===== src/rtl/lsu_bus_ctrl_pkg.sv =====
// Shared definitions for the load/store bus controller: opcodes, memory map
// tags, funct3 access encodings, FSM states and fault causes.
package lsu_bus_ctrl_pkg;

    typedef enum logic [6:0] {
        OP_L = 7'b0000011,
        OP_S = 7'b0100011
    } type_opcode;

    typedef enum logic [3:0] {
        MEM_DMEM = 4'h1,
        MEM_UART = 4'h2
    } type_mem_map;

    // Loads and stores share the size field; stores reuse the signed codes.
    typedef enum logic [2:0] {
        LB  = 3'b000,
        LH  = 3'b001,
        LW  = 3'b010,
        LBU = 3'b100,
        LHU = 3'b101
    } type_funct3_mem;

    localparam type_funct3_mem SB = LB;
    localparam type_funct3_mem SH = LH;
    localparam type_funct3_mem SW = LW;

    typedef enum logic [1:0] {
        IDLE   = 2'd0,
        ACCESS = 2'd1,
        DONE   = 2'd2
    } lsu_state_t;

    typedef enum logic [1:0] {
        NONE     = 2'b00,
        MISALIGN = 2'b01,
        UNMAPPED = 2'b10,
        TIMEOUT  = 2'b11
    } lsu_fault_t;

    // Loads allow 000/001/010/100/101; stores allow 000/001/010.
    function automatic logic funct3_illegal(input logic is_store, input logic [2:0] f3);
        if (is_store) return (f3 >= 3'b011);
        return (f3 == 3'b011) || (f3[2:1] == 2'b11);
    endfunction

endpackage


===== src/rtl/lsu_data_align.sv =====
// Lane steering for the load/store unit: store byte enables and replicated
// write data, and load byte/half extraction with sign or zero extension.
module lsu_data_align
    import lsu_bus_ctrl_pkg::*;
(
    input  logic [2:0]  funct3_i,
    input  logic [1:0]  offset_i,
    input  logic [31:0] wdata_i,
    input  logic [31:0] rword_i,
    output logic [3:0]  be_o,
    output logic [31:0] wlane_o,
    output logic [31:0] rdata_o
);

    logic [31:0] shifted;

    // Size is funct3[1:0]; funct3[2] selects zero extension on loads.
    always_comb begin
        shifted = rword_i >> {offset_i, 3'b000};
        be_o    = 4'h0;
        wlane_o = wdata_i;
        rdata_o = shifted;
        case (funct3_i[1:0])
            2'b00: begin
                be_o    = 4'b0001 << offset_i;
                wlane_o = {4{wdata_i[7:0]}};
                rdata_o = {{24{shifted[7] & ~funct3_i[2]}}, shifted[7:0]};
            end
            2'b01: begin
                be_o    = 4'b0011 << offset_i;
                wlane_o = {2{wdata_i[15:0]}};
                rdata_o = {{16{shifted[15] & ~funct3_i[2]}}, shifted[15:0]};
            end
            2'b10: be_o = 4'hF;
            default: ;
        endcase
    end

endmodule


===== src/rtl/lsu_bus_ctrl.sv =====
// Memory-stage load/store bus controller. Decodes the address against
// NUM_REGIONS tagged slave regions, runs a strobe/ack handshake, stalls the
// pipeline until completion and reports load data or a fault.
// Optional feature: define LSU_TIMEOUT_EN to abort accesses that see no ack
// within TIMEOUT_CYCLES.
//   state  | meaning
//   IDLE   | waiting for a load/store; decode faults go straight to DONE
//   ACCESS | strobe asserted to the selected slave, waiting for its ack
//   DONE   | one-cycle completion: rdata_valid or fault pulse, stall low
module lsu_bus_ctrl
    import lsu_bus_ctrl_pkg::*;
#(
    parameter int                       DATA_WIDTH     = 32,
    parameter int                       NUM_REGIONS    = 2,
    parameter logic [NUM_REGIONS*4-1:0] REGION_TAGS    = {MEM_UART, MEM_DMEM},
    parameter int                       TIMEOUT_CYCLES = 255
)(
    input  logic                     clk,
    input  logic                     rst,
    input  logic                     req_valid,
    input  logic [6:0]               opcode_in,
    input  logic [2:0]               funct3,
    input  logic [31:0]              addr,
    input  logic [31:0]              wdata,
    output logic                     stall,
    output logic [31:0]              rdata,
    output logic                     rdata_valid,
    output logic                     fault,
    output logic [1:0]               fault_cause,
    output logic [NUM_REGIONS-1:0]   bus_sel,
    output logic                     bus_stb,
    output logic                     bus_we,
    output logic [3:0]               bus_be,
    output logic [31:0]              bus_addr,
    output logic [31:0]              bus_wdata,
    input  logic [NUM_REGIONS*32-1:0] bus_rdata,
    input  logic [NUM_REGIONS-1:0]   bus_ack
);

    if (DATA_WIDTH != 32 || NUM_REGIONS < 1 || NUM_REGIONS > 8 ||
        TIMEOUT_CYCLES < 1 || TIMEOUT_CYCLES > 255) begin : g_bad_param
        $error("lsu_bus_ctrl: unsupported parameter set");
    end

    lsu_state_t             state_q;
    logic [NUM_REGIONS-1:0] sel_q;
    logic                   stb_q, we_q, rdata_valid_q, fault_q;
    logic [3:0]             be_q;
    logic [31:0]            addr_q, wdata_q, rdata_q;
    lsu_fault_t             cause_q;
    logic [2:0]             f3_q;
    logic [1:0]             off_q;
`ifdef LSU_TIMEOUT_EN
    logic [7:0]             tmo_q;
`endif

    logic                   is_mem, is_store, bad_access, hit, ack_hit;
    logic [NUM_REGIONS-1:0] sel_hit;
    logic [31:0]            sel_rword, al_wlane, al_rdata;
    logic [3:0]             al_be;
    logic [2:0]             al_f3;
    logic [1:0]             al_off;

    assign is_mem     = (opcode_in == OP_L) || (opcode_in == OP_S);
    assign is_store   = (opcode_in == OP_S);
    assign bad_access = funct3_illegal(is_store, funct3) ||
                        (funct3[1:0] == 2'b01 && addr[0]) ||
                        (funct3[1:0] == 2'b10 && addr[1:0] != 2'b00);
    assign stall      = (state_q == IDLE && req_valid && is_mem) || (state_q == ACCESS);
    assign ack_hit    = |(bus_ack & sel_q);

    // Store lanes come from the live request; load extraction from the latched one.
    assign al_f3  = (state_q == IDLE) ? funct3    : f3_q;
    assign al_off = (state_q == IDLE) ? addr[1:0] : off_q;

    // Region decode, lowest index wins on overlapping tags.
    always_comb begin
        sel_hit = '0;
        hit     = 1'b0;
        for (int i = 0; i < NUM_REGIONS; i++) begin
            if (!hit && addr[31:28] == REGION_TAGS[4*i +: 4]) begin
                sel_hit[i] = 1'b1;
                hit        = 1'b1;
            end
        end
    end

    // Read data of the selected (one-hot) region.
    always_comb begin
        sel_rword = '0;
        for (int i = 0; i < NUM_REGIONS; i++) begin
            if (sel_q[i]) sel_rword |= bus_rdata[32*i +: 32];
        end
    end

    lsu_data_align u_align (
        .funct3_i (al_f3),
        .offset_i (al_off),
        .wdata_i  (wdata),
        .rword_i  (sel_rword),
        .be_o     (al_be),
        .wlane_o  (al_wlane),
        .rdata_o  (al_rdata)
    );

    // Sequencing FSM with registered bus and status outputs.
    always_ff @(posedge clk) begin
        if (rst) begin
            state_q       <= IDLE;
            sel_q         <= '0;
            stb_q         <= 1'b0;
            we_q          <= 1'b0;
            be_q          <= 4'h0;
            addr_q        <= '0;
            wdata_q       <= '0;
            rdata_q       <= '0;
            rdata_valid_q <= 1'b0;
            fault_q       <= 1'b0;
            cause_q       <= NONE;
            f3_q          <= '0;
            off_q         <= '0;
`ifdef LSU_TIMEOUT_EN
            tmo_q         <= '0;
`endif
        end else begin
            rdata_valid_q <= 1'b0;
            fault_q       <= 1'b0;
            case (state_q)
                IDLE: begin
                    if (req_valid && is_mem) begin
                        f3_q  <= funct3;
                        off_q <= addr[1:0];
                        if (bad_access) begin
                            fault_q <= 1'b1;
                            cause_q <= MISALIGN;
                            state_q <= DONE;
                        end else if (!hit) begin
                            fault_q <= 1'b1;
                            cause_q <= UNMAPPED;
                            state_q <= DONE;
                        end else begin
                            sel_q   <= sel_hit;
                            stb_q   <= 1'b1;
                            we_q    <= is_store;
                            be_q    <= al_be;
                            addr_q  <= {addr[31:2], 2'b00};
                            wdata_q <= is_store ? al_wlane : '0;
                            state_q <= ACCESS;
`ifdef LSU_TIMEOUT_EN
                            tmo_q   <= '0;
`endif
                        end
                    end
                end
                ACCESS: begin
                    if (ack_hit) begin
                        if (!we_q) begin
                            rdata_q       <= al_rdata;
                            rdata_valid_q <= 1'b1;
                        end
                        sel_q   <= '0;
                        stb_q   <= 1'b0;
                        we_q    <= 1'b0;
                        be_q    <= 4'h0;
                        addr_q  <= '0;
                        wdata_q <= '0;
                        state_q <= DONE;
                    end
`ifdef LSU_TIMEOUT_EN
                    else begin
                        tmo_q <= tmo_q + 8'd1;
                        if (tmo_q + 8'd1 == 8'(TIMEOUT_CYCLES)) begin
                            fault_q <= 1'b1;
                            cause_q <= TIMEOUT;
                            sel_q   <= '0;
                            stb_q   <= 1'b0;
                            we_q    <= 1'b0;
                            be_q    <= 4'h0;
                            addr_q  <= '0;
                            wdata_q <= '0;
                            state_q <= DONE;
                        end
                    end
`endif
                end
                DONE:    state_q <= IDLE;
                default: state_q <= IDLE;
            endcase
        end
    end

    assign bus_sel     = sel_q;
    assign bus_stb     = stb_q;
    assign bus_we      = we_q;
    assign bus_be      = be_q;
    assign bus_addr    = addr_q;
    assign bus_wdata   = wdata_q;
    assign rdata       = rdata_q;
    assign rdata_valid = rdata_valid_q;
    assign fault       = fault_q;
    assign fault_cause = cause_q;

endmodule


===== config.mk =====
export PLATFORM = sky130hd
export DESIGN_NAME = lsu_bus_ctrl
export DESIGN_NICKNAME = d
export VERILOG_FILES = /design/src/rtl/lsu_bus_ctrl_pkg.sv /design/src/rtl/lsu_data_align.sv /design/src/rtl/lsu_bus_ctrl.sv
export SDC_FILE = /design/constraint.sdc
export NUM_CORES = 1
export LEC_CHECK = 0
export ABC_AREA = 1
export BUFFER_PORTS_ARGS = -buffer_cell sky130_fd_sc_hd__buf_2
export CORE_UTILIZATION = 34
export DETAILED_ROUTE_END_ITERATION = 10
export PLACE_DENSITY = 0.65
export SKIP_LAST_GASP = 1
export SYNTH_ARGS = -nofsm -noshare
export SYNTH_HDL_FRONTEND = slang
export SYNTH_SLANG_ARGS = --single-unit

===== constraint.sdc =====
create_clock -name clk -period 3.3 [get_ports clk]
set_clock_uncertainty 0.1 [all_clocks]
set_input_delay 0.165 -clock clk [delete_from_list [all_inputs] [get_ports clk]]
set_output_delay 0.165 -clock clk [all_outputs]
set_load 0.005 [all_outputs]

Yosys cells after proc, flatten, opt, wreduce, memory -nomap -nowiden
Index checks and enable logic that the tools add are counted.
{"block": "op_classes", "bitwise": 10, "add_sub_neg": 0, "multipliers": 0, "n_eq_ne": 16, "n_mux": 52, "n_reduce_logical": 24, "shifts": 3, "div_mod_pow": 0, "n_lt_le_gt_ge": 1}
{"op": "32-bit two-way mux", "count": 10}
{"op": "32-bit one-hot mux with 2 select lines", "count": 4}
{"op": "32-bit bitwise OR", "count": 1}
{"op": "32-bit by 5-bit >> shifter with 32-bit output", "count": 1}
{"op": "2-bit two-way mux", "count": 11}
{"op": "1-bit two-way mux", "count": 16}
{"op": "4-bit two-way mux", "count": 4}
{"op": "4-bit one-hot mux with 3 select lines", "count": 1}
{"op": "2-bit inequality test (second input constant)", "count": 4}
{"op": "2-bit one-hot mux with 2 select lines", "count": 2}
{"op": "4-bit one-hot mux with 2 select lines", "count": 1}
{"op": "7-bit by 2-bit == test with 1-bit output (second input constant)", "count": 1}
{"op": "7-bit by 6-bit == test with 1-bit output (second input constant)", "count": 1}
{"op": "2-bit by 1-bit == test with 1-bit output (second input constant)", "count": 3}
{"op": "2-bit == test (second input constant)", "count": 3}
{"op": "1-bit logical AND", "count": 6}
{"op": "1-bit inverter", "count": 6}
{"op": "3-bit AND reduction", "count": 2}
{"op": "3-bit OR reduction", "count": 2}
{"op": "1-bit logical OR", "count": 5}
{"op": "5-bit AND reduction", "count": 1}
{"op": "4-bit by 1-bit == test with 1-bit output (second input constant)", "count": 1}
{"op": "4-bit by 2-bit == test with 1-bit output (second input constant)", "count": 1}
{"op": "2-bit logical NOT", "count": 2}
{"op": "13 further kinds", "count": 17}
{"block": "totals", "latch_bits": 0, "in_bits": 143, "ram_bits": 0, "n_memories": 0, "regBits": 115, "word_cells": 119, "romBits": 0, "out_inout_bits": 109}

Logic depth before layout (Yosys ltp)
{"block": "depth", "depth_word": 9, "depth_mapped": 12, "ltp_nobuf": 11}

Cells and area by module
Synthesis repeated with hierarchy kept, for this count alone.
{"block": "hier_totals", "cells_unflattened": 938, "hier_area_um2": 6543.8}
{"module": "lsu_bus_ctrl", "cells_each": 681, "area_per_inst_um2": 5356.4, "seq_area_each_um2": 2262.2, "instances": 1}
{"module": "lsu_data_align", "cells_each": 257, "area_per_inst_um2": 1187.4, "seq_area_each_um2": 0.0, "instances": 1}

Least setup slack after synthesis
No wires, ideal clock.
{"block": "synth_path", "path_type": "register to register", "from": "reg state_q[1]", "to": "reg rdata_q[28], in the netlist rdata[28]", "arrival_ns": 1.475, "stages_incl_launch_ff": 12, "period_less_slack_ns": 1.684, "path_slack_ns": 1.616, "required_ns": 3.091, "path_buffers": 2, "setup_ns": 0.109, "cell_sequence": "dfxtp_1 inv_2 nand2_2 nand2_2 nand2_4 inv_2 buf_2 buf_2 a31oi_1 nand3_1 nand2_1 inv_1"}
{"block": "synth_between", "elab_chain_len": 5, "word_cells_on_any_way": 12, "classes_between": "eq/ne (2); shift (1); mux (3); bitwise (3); reduce/logical (3)"}
{"element": "from (decl)", "line_no": "lsu_bus_ctrl.sv:45", "source": "lsu_state_t state_q;"}
{"element": "from (signal assigned)", "line_no": "lsu_bus_ctrl.sv:109", "source": "state_q <= IDLE;"}
{"element": "from (signal assigned)", "line_no": "lsu_bus_ctrl.sv:136", "source": "state_q <= DONE;"}
{"element": "from (signal assigned)", "line_no": "lsu_bus_ctrl.sv:140", "source": "state_q <= DONE;"}
{"element": "2-bit logical NOT", "line_no": "lsu_bus_ctrl.sv:73, lsu_bus_ctrl.sv:74"}
{"element": "2-bit two-way mux / 3-bit two-way mux (equally long branches)", "line_no": "lsu_bus_ctrl.sv:74, lsu_bus_ctrl.sv:73"}
{"element": "32-bit by 5-bit >> shifter with 32-bit output / 1-bit inverter (equally long branches)", "line_no": "lsu_data_align.sv:19, lsu_data_align.sv:27, lsu_data_align.sv:32"}
{"element": "1-bit AND, on equally long branches", "line_no": "lsu_data_align.sv:32, lsu_data_align.sv:27"}
{"element": "32-bit one-hot mux with 2 select lines", "line_no": "lsu_data_align.sv:23", "source": "case (funct3_i[1:0])"}
{"element": "to (signal assigned)", "line_no": "lsu_bus_ctrl.sv:158", "source": "rdata_q <= al_rdata;"}
{"element": "to (decl)", "line_no": "lsu_bus_ctrl.sv:49", "source": "logic [31:0] addr_q, wdata_q, rdata_q;"}
Several ways; a longest one is shown, not always the timed one.
A chain may end at the register's enable or synchronous reset.

Worst setup path in the final report
{"block": "layout_path", "from": "reg state_q[1]", "to": "reg rdata_q[22], in the netlist rdata[22]"}
Same word-level chain as after synthesis.

==> results by group <==
Outcome
  • Outcome: finished, final reports clean

STA
  • Period utilization: roughly four fifths
  • Setup tns final: 0 ns
  • Setup violators final: 0
  • RSZ-0062 raised after global routing: false
  • Min Tclk post-route: 2.69 ns
  • FMAX: between 0.3 and 0.4 GHz
  • Final Max Slew Viols: 0
  • Slew Limit Headroom: 26.4%
  • WHS: between 0.08 and 0.09 ns
  • Actual slew at the worst max-slew pin: between 1 and 1.5 ns
  • Final WS setup: just over 0.6 ns
  • Final Hold Fails: 0

Die
  • IO Count: ~250
  • # rows: 48
  • Chip height: approximately 140 µm
  • Core Area: 17500 µm²
  • Initial Utilization: between 30% and 40%
  • Die area: 18600 µm²
  • Die Wd: between 100 and 150 µm

Global route
  • Largest net degree at the start of global routing: 71
  • Vias in the first global route: approximately 6600
  • Total grt overflow: 0
  • Initial antenna violation count: 0
  • GRT Total Usage: roughly 23%
  • First-pass GRT wire length: roughly 33000 µm

Critical path
  • Crit end category: register
  • Crit-path max FO: 42
  • Crit path max-delay family: simple AND/OR/NAND/NOR gates
  • Worst-path cell chain: nor2_2, nand2_1, nand2_4, inv_2, nand2_1, nand3_1, nand3_4, nand3_1, nand2_1, inv_1
  • CP arrival: between 2 and 3 ns
  • Critical path startpoint category: register
  • Crit-path slowest cell: nor2_2
  • CP required: 3.52 ns
  • CP bufs+invs: 2
  • Largest stage delay, worst path: 0.41 ns
  • Worst path most repeated cell: nand2_1
  • CP Class: register to register

Placement
  • Inst Count DP: around 1400
  • Place WS: ~0.65 ns
  • Placed Area: between 7000 and 8000 µm²
  • Gpl congestion: 0.848
  • Port Buffers: 249
  • Hpwl dp: approximately 14000 µm

Drt
  • DR WL/cell: approximately 15 µm
  • Vias: between 7000 and 8000
  • Detail Route Antenna Nets: 0
  • Initial DRC Count: about 470
  • DRC violations left: 0
  • DR vias/cell: 4.98
  • Final WL: about 21000 µm
  • TritonRoute pass-1 iters: 6

Clock tree
  • TritonCTS Buffers: 17
  • Clock root cell: clkbuf_16
  • CTS sink cnt: ~110
  • # resized after CTS: 0
  • Clock Path Buffers: 2
  • CTS tree: yes
  • Clk_lat worst skew: about 0.42 ns
  • H-tree depth: 4
  • Clk slew on worst S/H paths: roughly 0.06 ns
  • Post-CTS Setup Inserts: 0

Synthesis
  • Mapped Area: ~6000 µm²
  • Syn. warnings: 0
  • Synth Area per Inst: around 6.3 µm²
  • Cell variety after synth: 33
  • Seq/Total Area, Yosys: between 30% and 40%
  • Synth Instances: between 900 and 1000
  • #FFs+latches synth: between 100 and 150

Cells and area
  • Final std cell area, no fill: 8300 µm²
  • Area growth syn-to-layout: 35.1%
  • Number of fill cells: 1843
  • Most frequent cells in the layout: 280 x nand2_1, 248 x buf_2, 126 x nand3_1, 113 x dfxtp_1, 96 x nor2_1
  • Multi-input gate area: 3210 µm²
  • Commonest non-fill, non-tap cell in the layout: nand2_1
  • Nets: ~1400
  • # diodes: 0
  • Finished Core Util: 47.5%
  • Layout cells sized above 1: between 20% and 30%
  • Storage cell area: around 2300 µm²
  • Final Instance Count excl. Fillers: ~1400

Power and ir drop
  • VDD IR max: about 0.00033 V
  • Power density over cell area: between 400 and 500 nW/µm²
  • Final Power: approximately 3.5 mW
  • Leak Pwr: 4.12 nW

Job
  • Max cap viols: 0

Hold path
  • Hold Crit Class: input port to register
## Yosys cell counts (all sizes together)
cell type	number	area share [%]
nand2	288	18
nand3	129	11
dfxtp	113	37
nor2	101	6.6
a21oi	88	7.2
inv	88	5.4
o21ai	41	3.6
buf	40	3.9
clkbuf	28	1.7
a22o	12	1.7
a31oi	12	1.2
nor3	9	0.73
nand4	8	0.81
o211ai	4	0.49
a211oi	2	0.24
a21o	2	0.24
clkinv	1	0.061
conb	1	0.061
o31ai	1	0.12
or2	1	0.10
## worst reg2reg max path, cell delays in order, from the launching register on
cell and delay [ns]:
dfxtp_1 0.35, nor2_2 0.41, nand2_1 0.17, nand2_4 0.28, inv_2 0.35, nand2_1 0.16
nand3_1 0.14, nand3_4 0.35, nand3_1 0.15, nand2_1 0.08, inv_1 0.03
## cells by family after synthesis
| kind of cell | after synthesis | synth area share, % |
|---|---|---|
| other cells | 1 | 0.0610 |
| flops | 113 | 36.8 |
| compound gates | 162 | 14.8 |
| simple gates | 536 | 37.3 |
| buf+inv | 157 | 11.1 |
## per-layer routing
metal	wire [µm]	share of wire, %	GRT usage (%)	vias up
met1	9100	43	28.1	3261
met5	0	0	0	-
met3	1630	7.7	5.82	34
li1	-	-	-	3609
met4	446	2.1	8.09	0
met2	9990	47	38.2	302
## repair_timing
action	4_1_cts	5_1_grt
hold endpoints to repair	32	0
setup endpoints to repair	0	0
hold buffers	32	0
## state kept, by name, summed over array words and instances (netlist names)
register and count:
bus_be 4, rdata 32, bus_stb 1, bus_sel 2, fault_cause 2, bus_we 1
rdata_valid 1, bus_addr 30, state_q 2, off_q 2, f3_q 3, bus_wdata 32
fault 1
## worst paths after layout
kind         slack, ns                        end                      start  cells past startpoint
max reg2reg       0.61     rdata[22]$_SDFFE_PP0P_    state_q[1]$_SDFFE_PP0P_                     10
max               0.61     rdata[22]$_SDFFE_PP0P_    state_q[1]$_SDFFE_PP0P_                     10
min reg2reg       0.33  bus_addr[30]$_SDFFE_PP0P_  bus_addr[30]$_SDFFE_PP0P_                      2
min               0.08  bus_wdata[5]$_SDFFE_PP0P_                   wdata[5]                      5
## power by group
part	total (mW)	internal (mW)	switching, mW
Combinational	0.289	0.120	0.168
Sequential	1.37	1.37	0.000675
Clock	1.83	1.15	0.680
## area by class of cell
cell class,instances,share of cell area [%]
clock buffers,19,5.46
multi-input cells,700,38.6
clock inverters,13,1.63
flip-flops and latches,113,27.2
repair buffers,289,19.6
well taps,225,3.39
inverters,89,4.02
(Power assumes the default switching activity.)
